--- config.mk ---
export PLATFORM = sky130hd
export DESIGN_NAME = i2cmb_cmd_engine
export DESIGN_NICKNAME = d
export VERILOG_FILES = /design/src/rtl/i2cmb_cmd_pkg.sv /design/src/rtl/i2cmb_wb_master_port.sv /design/src/rtl/i2cmb_cmd_engine.sv
export SDC_FILE = /design/constraint.sdc
export NUM_CORES = 1
export LEC_CHECK = 0
export BUFFER_PORTS_ARGS = -buffer_cell sky130_fd_sc_hd__buf_2
export CAP_MARGIN = 20
export CORE_ASPECT_RATIO = 1.5
export CORE_MARGIN = 2
export CORE_UTILIZATION = 40
export DETAILED_ROUTE_END_ITERATION = 8
export HOLD_SLACK_MARGIN = 0.08
export PLACE_DENSITY = 0.69
export SETUP_SLACK_MARGIN = 0.02
export SKIP_LAST_GASP = 1
export SLEW_MARGIN = 15
export SYNTH_ARGS = -nofsm -noshare
export SYNTH_HDL_FRONTEND = slang
export SYNTH_SLANG_ARGS = --single-unit
--- constraint.sdc ---
create_clock -name clk_i -period 2.5 [get_ports clk_i]
set_input_delay 0.125 -clock clk_i [delete_from_list [all_inputs] [get_ports clk_i]]
set_output_delay 0.125 -clock clk_i [all_outputs]
set_load 0.005 [all_outputs]
--- src/rtl/i2cmb_cmd_pkg.sv ---
// rtl/i2cmb_cmd_pkg.sv - shared types, register map and status decode for the I2CMB command engine
package i2cmb_cmd_pkg;

    typedef enum logic [2:0] {
        I2CMB_OP_WAIT     = 3'd0,
        I2CMB_OP_WRITE    = 3'd1,
        I2CMB_OP_READ_ACK = 3'd2,
        I2CMB_OP_READ_NAK = 3'd3,
        I2CMB_OP_START    = 3'd4,
        I2CMB_OP_STOP     = 3'd5,
        I2CMB_OP_SET_BUS  = 3'd6
    } cmd_op_e;

    typedef enum logic [2:0] {
        RSP_DONE     = 3'd0,
        RSP_NAK      = 3'd1,
        RSP_ARB_LOST = 3'd2,
        RSP_ERR      = 3'd3,
        RSP_TIMEOUT  = 3'd4
    } rsp_status_e;

    typedef enum logic [2:0] {
        ST_INIT_WR,
        ST_IDLE,
        ST_DPR_WR,
        ST_CMDR_WR,
        ST_WAIT_DONE,
        ST_STAT_RD,
        ST_DATA_RD,
        ST_RSP
    } state_e;

    localparam logic [1:0] CSR_ADDR  = 2'd0;
    localparam logic [1:0] DPR_ADDR  = 2'd1;
    localparam logic [1:0] CMDR_ADDR = 2'd2;

    localparam int CMDR_DON = 7;
    localparam int CMDR_NAK = 6;
    localparam int CMDR_AL  = 5;
    localparam int CMDR_ERR = 4;

    // Arbitration loss dominates, then bus error, then NAK, then plain done.
    function automatic rsp_status_e decode_status(input logic [7:0] cmdr);
        if (cmdr[CMDR_AL])       return RSP_ARB_LOST;
        else if (cmdr[CMDR_ERR]) return RSP_ERR;
        else if (cmdr[CMDR_NAK]) return RSP_NAK;
        else                     return RSP_DONE;
    endfunction

    function automatic logic op_uses_dpr(input logic [2:0] op);
        return (op == I2CMB_OP_WAIT) || (op == I2CMB_OP_WRITE) || (op == I2CMB_OP_SET_BUS);
    endfunction

    function automatic logic op_is_read(input logic [2:0] op);
        return (op == I2CMB_OP_READ_ACK) || (op == I2CMB_OP_READ_NAK);
    endfunction

endpackage

--- src/rtl/i2cmb_wb_master_port.sv ---
// rtl/i2cmb_wb_master_port.sv - single-access Wishbone master handshake with registered bus outputs
module i2cmb_wb_master_port (
    input  logic       clk,
    input  logic       rst_n,
    input  logic       req,
    input  logic       we,
    input  logic [1:0] adr,
    input  logic [7:0] dat,
    output logic       done,
    output logic [7:0] rdata,
    output logic       wb_cyc_o,
    output logic       wb_stb_o,
    output logic       wb_we_o,
    output logic [1:0] wb_adr_o,
    output logic [7:0] wb_dat_o,
    input  logic [7:0] wb_dat_i,
    input  logic       wb_ack_i
);

    // The ack edge drops the bus, so a held req naturally leaves one idle cycle.
    always_ff @(posedge clk or negedge rst_n) begin
        if (!rst_n) begin
            wb_cyc_o <= 1'b0;
            wb_stb_o <= 1'b0;
            wb_we_o  <= 1'b0;
            wb_adr_o <= 2'd0;
            wb_dat_o <= 8'd0;
        end else if (wb_cyc_o && wb_ack_i) begin
            wb_cyc_o <= 1'b0;
            wb_stb_o <= 1'b0;
            wb_we_o  <= 1'b0;
            wb_adr_o <= 2'd0;
            wb_dat_o <= 8'd0;
        end else if (req && !wb_cyc_o) begin
            wb_cyc_o <= 1'b1;
            wb_stb_o <= 1'b1;
            wb_we_o  <= we;
            wb_adr_o <= adr;
            wb_dat_o <= dat;
        end
    end

    assign done  = wb_cyc_o & wb_ack_i;
    assign rdata = wb_dat_i;

endmodule

--- src/rtl/i2cmb_cmd_engine.sv ---
// rtl/i2cmb_cmd_engine.sv - byte-command to I2CMB register sequencer; I2CMB_CMD_ENGINE_POLL_EN selects CMDR polling instead of irq
import i2cmb_cmd_pkg::*;

module i2cmb_cmd_engine #(
    parameter int unsigned TIMEOUT_CYCLES = 65535,
    parameter logic [7:0]  CSR_INIT       = 8'hC0
) (
    input  logic       clk_i,
    input  logic       rst_n_i,
    input  logic       cmd_valid_i,
    output logic       cmd_ready_o,
    input  logic [2:0] cmd_op_i,
    input  logic [7:0] cmd_data_i,
    output logic       rsp_valid_o,
    input  logic       rsp_ready_i,
    output logic [2:0] rsp_status_o,
    output logic [7:0] rsp_data_o,
    output logic       wb_cyc_o,
    output logic       wb_stb_o,
    output logic       wb_we_o,
    output logic [1:0] wb_adr_o,
    output logic [7:0] wb_dat_o,
    input  logic [7:0] wb_dat_i,
    input  logic       wb_ack_i,
    input  logic       irq_i
);

`ifdef I2CMB_CMD_ENGINE_POLL_EN
    localparam bit         POLL_MODE = 1'b1;
    localparam logic [7:0] CSR_VALUE = CSR_INIT & 8'hBF;
`else
    localparam bit         POLL_MODE = 1'b0;
    localparam logic [7:0] CSR_VALUE = CSR_INIT;
`endif
    localparam logic [15:0] TO_LIM = 16'(TIMEOUT_CYCLES);

    state_e      state, state_next;
    logic [2:0]  op_q;
    logic [7:0]  data_q;
    logic [15:0] wdog, wdog_inc;
    logic        port_req, port_we, port_done;
    logic [1:0]  port_adr;
    logic [7:0]  port_dat, port_rdata;
    logic        accept, rsp_take, complete, timed_out;
    rsp_status_e status_dec;

    assign accept     = cmd_ready_o & cmd_valid_i;
    assign rsp_take   = rsp_valid_o & rsp_ready_i;
    assign wdog_inc   = (wdog == 16'hFFFF) ? wdog : wdog + 16'd1;
    assign timed_out  = (wdog_inc >= TO_LIM);
    assign complete   = |port_rdata[7:4];
    assign status_dec = decode_status(port_rdata);

    i2cmb_wb_master_port u_port (
        .clk      (clk_i),
        .rst_n    (rst_n_i),
        .req      (port_req),
        .we       (port_we),
        .adr      (port_adr),
        .dat      (port_dat),
        .done     (port_done),
        .rdata    (port_rdata),
        .wb_cyc_o (wb_cyc_o),
        .wb_stb_o (wb_stb_o),
        .wb_we_o  (wb_we_o),
        .wb_adr_o (wb_adr_o),
        .wb_dat_o (wb_dat_o),
        .wb_dat_i (wb_dat_i),
        .wb_ack_i (wb_ack_i)
    );

    always_ff @(posedge clk_i or negedge rst_n_i) begin
        if (!rst_n_i) state <= ST_INIT_WR;
        else          state <= state_next;
    end

    always_comb begin
        state_next = state;
        port_req   = 1'b0;
        port_we    = 1'b0;
        port_adr   = CSR_ADDR;
        port_dat   = 8'd0;
        case (state)
            ST_INIT_WR: begin
                port_req = 1'b1;
                port_we  = 1'b1;
                port_dat = CSR_VALUE;
                if (port_done) state_next = ST_IDLE;
            end
            ST_IDLE: begin
                if (accept) state_next = op_uses_dpr(cmd_op_i) ? ST_DPR_WR : ST_CMDR_WR;
            end
            ST_DPR_WR: begin
                port_req = 1'b1;
                port_we  = 1'b1;
                port_adr = DPR_ADDR;
                port_dat = data_q;
                if (port_done) state_next = ST_CMDR_WR;
            end
            ST_CMDR_WR: begin
                port_req = 1'b1;
                port_we  = 1'b1;
                port_adr = CMDR_ADDR;
                port_dat = {5'b0, op_q};
                if (port_done) state_next = ST_WAIT_DONE;
            end
            ST_WAIT_DONE: begin
                if (POLL_MODE || irq_i) state_next = ST_STAT_RD;
                else if (timed_out)     state_next = ST_RSP;
            end
            ST_STAT_RD: begin
                port_req = 1'b1;
                port_adr = CMDR_ADDR;
                if (port_done) begin
                    if (!complete) begin
                        if (!POLL_MODE)     state_next = ST_WAIT_DONE;
                        else if (timed_out) state_next = ST_RSP;
                    end else if (op_is_read(op_q) && status_dec == RSP_DONE) begin
                        state_next = ST_DATA_RD;
                    end else begin
                        state_next = ST_RSP;
                    end
                end
            end
            ST_DATA_RD: begin
                port_req = 1'b1;
                port_adr = DPR_ADDR;
                if (port_done) state_next = ST_RSP;
            end
            ST_RSP: begin
                if (rsp_take) state_next = ST_IDLE;
            end
            default: state_next = ST_INIT_WR;
        endcase
    end

    always_ff @(posedge clk_i or negedge rst_n_i) begin
        if (!rst_n_i) begin
            op_q         <= 3'd0;
            data_q       <= 8'd0;
            wdog         <= 16'd0;
            cmd_ready_o  <= 1'b0;
            rsp_valid_o  <= 1'b0;
            rsp_status_o <= 3'd0;
            rsp_data_o   <= 8'd0;
        end else begin
            cmd_ready_o <= (state == ST_IDLE) && !accept;
            if (accept) begin
                op_q         <= cmd_op_i;
                data_q       <= cmd_data_i;
                rsp_status_o <= RSP_DONE;
                rsp_data_o   <= 8'd0;
            end
            // Polling keeps counting through the CMDR reads; irq mode counts only while waiting.
            if (state == ST_CMDR_WR)
                wdog <= 16'd0;
            else if (state == ST_WAIT_DONE || (POLL_MODE && state == ST_STAT_RD))
                wdog <= wdog_inc;
            if (state == ST_WAIT_DONE && state_next == ST_RSP)
                rsp_status_o <= RSP_TIMEOUT;
            if (state == ST_STAT_RD && state_next == ST_RSP)
                rsp_status_o <= complete ? status_dec : RSP_TIMEOUT;
            if (state == ST_DATA_RD && port_done)
                rsp_data_o <= port_rdata;
            if (rsp_take)
                rsp_valid_o <= 1'b0;
            else if (state == ST_RSP)
                rsp_valid_o <= 1'b1;
        end
    end

endmodule

After elaboration in Yosys (flattened, before gate mapping)
Index checks and enable logic that the tools add are counted.
{"block": "word_totals", "word_cells": 94, "reg_bits": 55}
{"block": "op_classes", "n_bitwise": 3, "n_mux": 39, "add_sub_neg": 1, "order_cmp": 1, "reduce_logical": 25, "n_eq_ne": 13}
{"cell": "$mux W16", "n": 3}
{"cell": "$mux W3", "n": 15}
{"cell": "$mux W8", "n": 4}
{"cell": "$pmux W3 S8", "n": 1}
{"cell": "$pmux W8 S3", "n": 1}
{"cell": "$eq A3 B3 Y1 const B", "n": 6}
{"cell": "$add A16 B1 Y16 const B", "n": 1}
{"cell": "$eq A16 B16 Y1 const B", "n": 1}
{"cell": "$ge A16 B16 Y1 const B", "n": 1}
{"cell": "$eq A3 B2 Y1 const B", "n": 4}
{"cell": "$mux W1", "n": 11}
{"cell": "$logic_not A3 Y1", "n": 3}
{"cell": "$reduce_bool A2 Y1", "n": 4}
{"cell": "$logic_and A1 B1 Y1", "n": 7}
{"cell": "$eq A3 B1 Y1 const B", "n": 2}
{"cell": "$mux W2", "n": 3}
{"cell": "$reduce_or A5 Y1", "n": 1}
{"cell": "$pmux W2 S2", "n": 1}
{"cell": "$reduce_or A2 Y1", "n": 2}
{"cell": "$reduce_or A4 Y1", "n": 1}
{"cell": "$and A1 B1 Y1", "n": 3}
{"cell": "$logic_or A1 B1 Y1", "n": 3}
{"cell": "$reduce_bool A3 Y1", "n": 1}
{"cell": "$reduce_or A3 Y1", "n": 1}
{"cell": "$logic_not A1 Y1", "n": 2}

Logic depth before layout (Yosys ltp)
{"block": "depth", "ltp_word": 13, "mapped_depth": 9, "mapped_depth_nobuf": 8}

Hierarchy
A second synthesis with hierarchy kept.
{"block": "hier_totals", "cells_unflattened": 326, "area_unflattened_um2": 3103.0}
{"module": "i2cmb_cmd_engine", "seq_area_each_um2": 1076.0, "cells_each": 276, "instances": 1, "area_per_inst_um2": 2479.9}
{"module": "i2cmb_wb_master_port", "seq_area_each_um2": 300.3, "cells_each": 50, "instances": 1, "area_per_inst_um2": 623.1}

Least setup slack after synthesis
No wires, ideal clock.
{"block": "synth_timing", "path_kind": "reg-to-reg", "startpoint": "reg wdog[0]", "endpoint": "reg rsp_status_o[0]", "arrival_ps": 2610, "slack_ps": -190, "required_ps": 2421, "path_stages_with_launch": 10, "cell_sequence": "dfrtp_1 ha_1 nand3_2 or4_4 buf_6 mux2_4 nor4_2 nand4_1 a22oi_2 mux2i_1"}
{"block": "synth_via", "elab_chain_len": 10, "word_cells_on_any_way": 13, "classes_between": "1 x add/sub; 1 x order compare; 2 x eq/ne; 6 x mux; 3 x reduce/logical"}
{"item": "from (decl)", "line": "i2cmb_cmd_engine.sv:40", "source": "logic [15:0] wdog, wdog_inc;"}
{"item": "from (signal assigned)", "line": "i2cmb_cmd_engine.sv:158", "source": "wdog <= wdog_inc;"}
{"item": "$add A16 B1 Y16 or $eq A16 B16 Y1 (tied branches)", "line": "i2cmb_cmd_engine.sv:49", "source": "assign wdog_inc = (wdog == 16'hFFFF) ? wdog : wdog + 16'd1;"}
{"item": "$mux W16 *", "line": "i2cmb_cmd_engine.sv:49"}
{"item": "$ge A16 B16 Y1 *", "line": "i2cmb_cmd_engine.sv:50", "source": "assign timed_out = (wdog_inc >= TO_LIM);"}
{"item": "$mux W3 *", "line": "i2cmb_cmd_engine.sv:109", "source": "else if (timed_out) state_next = ST_RSP;"}
{"item": "$mux W3 *", "line": "i2cmb_cmd_engine.sv:108", "source": "if (POLL_MODE || irq_i) state_next = ST_STAT_RD;"}
{"item": "$pmux W3 S8 *", "line": "i2cmb_cmd_engine.sv:83", "source": "case (state)"}
{"item": "$eq A3 B3 Y1 *", "line": "i2cmb_cmd_engine.sv:159, i2cmb_cmd_engine.sv:161"}
{"item": "$logic_and A1 B1 Y1", "line": "i2cmb_cmd_engine.sv:159", "source": "if (state == ST_WAIT_DONE && state_next == ST_RSP)"}
{"item": "$mux W3", "line": "i2cmb_cmd_engine.sv:159"}
{"item": "$mux W3", "line": "i2cmb_cmd_engine.sv:161", "source": "if (state == ST_STAT_RD && state_next == ST_RSP)"}
{"item": "to (signal assigned)", "line": "i2cmb_cmd_engine.sv:162", "source": "rsp_status_o <= complete ? status_dec : RSP_TIMEOUT;"}
{"item": "to (decl)", "line": "i2cmb_cmd_engine.sv:16", "source": "output logic [2:0] rsp_status_o,"}
Mark *: on every way between the ends. The rest lies on a longest branch, timed or not.
A chain may end at the register's enable or synchronous reset.

Final worst setup path
{"block": "layout_timing", "startpoint": "reg wdog[1]", "endpoint": "reg rsp_status_o[0]"}
The elaborated chain is that of the path after synthesis.

==> summary.md <==
| Metric | Value |
|---|---|
| Root buffer cell | `clkbuf_8` |
| Top Metal Used | `met4` |
| DRT iter0 DRCs | `202` |
| Post-synth EDFFs | `0` |
| Worst Setup Start Kind | `flip-flop` |
| Routed Wire Length | `7670 um` |
| CTS tree | `yes` |
| Filler cells | `683` |
| Share of cells above drive strength 1 | `0.271` |
| Hpwl dp | `5620 um` |
| Final #Nets | `423` |
| Most area-hungry cell type in the Yosys netlist | `dfrtp_1` |
| HP Class | `in -> reg` |
| Number of global-route vias before repair | `2722` |
| GRT Total Usage | `0.204` |
| Largest net degree at the start of global routing | `24` |
| Period utilisation layout | `0.991` |
| Routed wire per std cell | `16.0 um` |
| Cells after synthesis | `309` |
| Yosys cell types | `51` |
| Vias | `2751` |
| Grt total ovfl | `0` |
| Seq cells post-synth | `55` |
| Min cycle time layout | `2.48 ns` |
| Post-route ant nets | `0` |
| Drt drc | `0` |
| Die height | `108 um` |
| Worst-Skew Late Latency | `0.32 ns` |
| Post-Syn Area | `0.00291 mm^2` |
| Global-route wire length before repair | `12700 um` |
| Post-synth ARST share | `1.00` |
| Avg Inst Size Synth | `9.41 um^2` |
| Pwr Total | `3250 uW` |
| Post-synth top area share | `0.473` |
| CP peak stage delay | `0.53 ns` |
| Syn_nets | `335` |
| Fmax | `0.404 GHz` |
| Final Hold Violating Endpoints | `0` |
| CTS Buffer Depth | `2` |
| Placed cells | `448` |
| Die area | `0.00798 mm^2` |
| Max VDD drop | `0.563 mV` |
| Non-filler cells, final | `478` |
| Pleak | `0.00170 uW` |
| Diodes inserted | `0` |
| TritonCTS Buffers | `5` |
| Clock transition at path regs | `0.11 ns` |
| Clock Sinks | `55` |
| Max_slew headroom | `0.572` |
| Slowest-stage cell, CP | `or4_4` |
| Met2 wire len | `4310 um` |
| Status | `completed` |
| Synth warn | `0` |
| RSZ-0062 raised after global routing | `yes` |
| Worst Path Arrival | `2.73 ns` |
| Crit. End Element | `flip-flop` |
| M1 wire length | `2780 um` |
| WP data required | `2.76 ns` |
| Core Box Area | `0.00713 mm^2` |
| Antenna violations before repair | `0` |
| # rows | `38` |
| PortBufs | `50` |
| R2R Setup Slk | `0.02 ns` |
| Final setup fails | `0` |
| GPL Wtd Cong | `0.931` |
| Crit Path Max Fanout | `3` |
| Maxcap violations | `0` |
| Sequential share of the synthesized area | `0.473` |
| Worst path cell trace | `ha_4 -> nand3_4 -> or4_4 -> mux2_4 -> nor4_4 -> nand4_1 -> a22oi_2 -> mux2i_1` |
| PD cells | `883 mW/mm^2` |
| Slew Limit Fails | `0` |
| Fin util | `0.515` |
| Drt via density | `5.76` |
| Area grow syn2layout | `26.4%` |
| Area contributors post-synth | `dfrtp_1, o21ai_0, nand2_1` |
| Starting Density | `0.408` |
| Routed wl met3 | `346 um` |
| Max Clock Skew | `0.00346 ns` |
| DRT Pass-1 Iters | `4` |
| H-tree depth | `2` |
| Die extent in x | `73.6 um` |
| Crit Path Class | `reg -> reg` |
| Least-Margin Pin Slew | `0.640 ns` |
| Synth Flop Type | `dfrtp_1` |
| Io pins | `51` |
## registers in the layout, summed over array words and instances, names as in the netlist, 2 cells and up
name / cells
data_q: 8
rsp_status_o: 3
u_port.wb_dat_o: 8
wdog: 16
state: 3
u_port.wb_adr_o: 2
rsp_data_o: 8
op_q: 3
## cell type report
cell class / instances / area [um^2] / area share
Clock buffer: 5 / 68.8 / 0.0187
Clock inverter: 3 / 27.5 / 0.00749
Inverter: 14 / 52.6 / 0.0143
Multi-Input combinational cell: 224 / 1400 / 0.380
Sequential cell: 55 / 1380 / 0.375
Tap cell: 80 / 100 / 0.0272
Timing Repair Buffer: 97 / 651 / 0.177
## metrics by stage
stage               worst slack (ns)  setup TNS, ns  area, um^2  hold slack, ns
floorplan                    -0.0608         -0.155        2940          -0.171
global placement              0.0616              0        3370           0.102
detailed placement           0.00775              0        3370           0.110
CTS                          0.00570              0        3670          0.0909
global route                  -0.118         -0.271        3680           0.108
finish                        0.0227              0        3680          0.0995
## metal layers
metal | vias to the layer above | track usage
li1 | 1313 | -
met1 | 1334 | 0.218
met2 | 83 | 0.379
met3 | 21 | 0.0382
met4 | 0 | 0.0883
met5 | - | 0
## layout by cell type (no fill, tap or decap), drive strengths merged, types with 5 or more instances in the layout
cell and n:
a22o 7, dlygate4sd3 19, nor2 22, a31oi 8, nand4 10, dfrtp 55, clkbuf 5, nand2b 5
nor3 8, inv 16, a21oi 15, buf 78, nand3 18, mux2 12, nand2 33, mux2i 7
o21ai 37
## kinds of logic after synthesis
family	synth area share
mux	0.0719
flops	0.473
fa+ha+maj	0.00430
buf+inv	0.0559
compound gates	0.194
simple gates	0.201
## cells in the mapped netlist (2+ instances only)
cell type / number
a2111oi_0: 2
a211oi_1: 3
a21o_1: 2
a21oi_1: 15
a22o_1: 7
a31oi_1: 8
and3_1: 3
and4_1: 2
buf_4: 3
buf_6: 5
clkbuf_1: 7
dfrtp_1: 55
inv_1: 14
mux2_2: 11
mux2i_1: 7
nand2_1: 33
nand2b_1: 5
nand3_1: 17
nand4_1: 9
nor2_1: 22
nor2b_1: 2
nor3_1: 8
nor4_1: 2
o21a_1: 3
o21ai_0: 37
o31ai_1: 2
## power breakdown
group | total (uW) | switching (uW) | internal (uW) | leakage (uW)
combinational | 1310 | 709 | 605 | 0.000930
sequential | 1390 | 231 | 1160 | 0.000718
clock | 538 | 330 | 208 | 0.0000467
total | 3250 | 1270 | 1980 | 0.00170
## critical path: cells and delay by family (launching register included)
| family | cells | cell delay, ns |
|---|---|---|
| simple gates | 4 | 1.03 |
| mux | 2 | 0.53 |
| flops | 1 | 0.40 |
| compound gates | 1 | 0.29 |
| fa+ha+maj | 1 | 0.16 |
## worst paths after layout
| path | to | startpoint | cells past startpoint |
|---|---|---|---|
| min in group asynchronous | wdog[5] | rst_n_i | 2 |
| worst min register to register | u_port.wb_dat_o[1] | u_port.wb_dat_o[1] | 2 |
| worst max register to register | rsp_status_o[0] | wdog[1] | 8 |
| worst min-delay path | rsp_data_o[7] | wb_dat_i[7] | 3 |
| max in group asynchronous | u_port.wb_cyc_o | rst_n_i | 3 |
| worst max-delay path | rsp_status_o[0] | wdog[1] | 8 |
## what timing repair did
item,CTS,global route
buffers inserted,2,1
hold endpoints to repair,36,0
hold buffers,19,0
pin swaps,3,2
cloned,0,0
setup endpoints to repair,3,3
resized for setup,1,0
No activity file was read; power rests on OpenSTA's default activity.
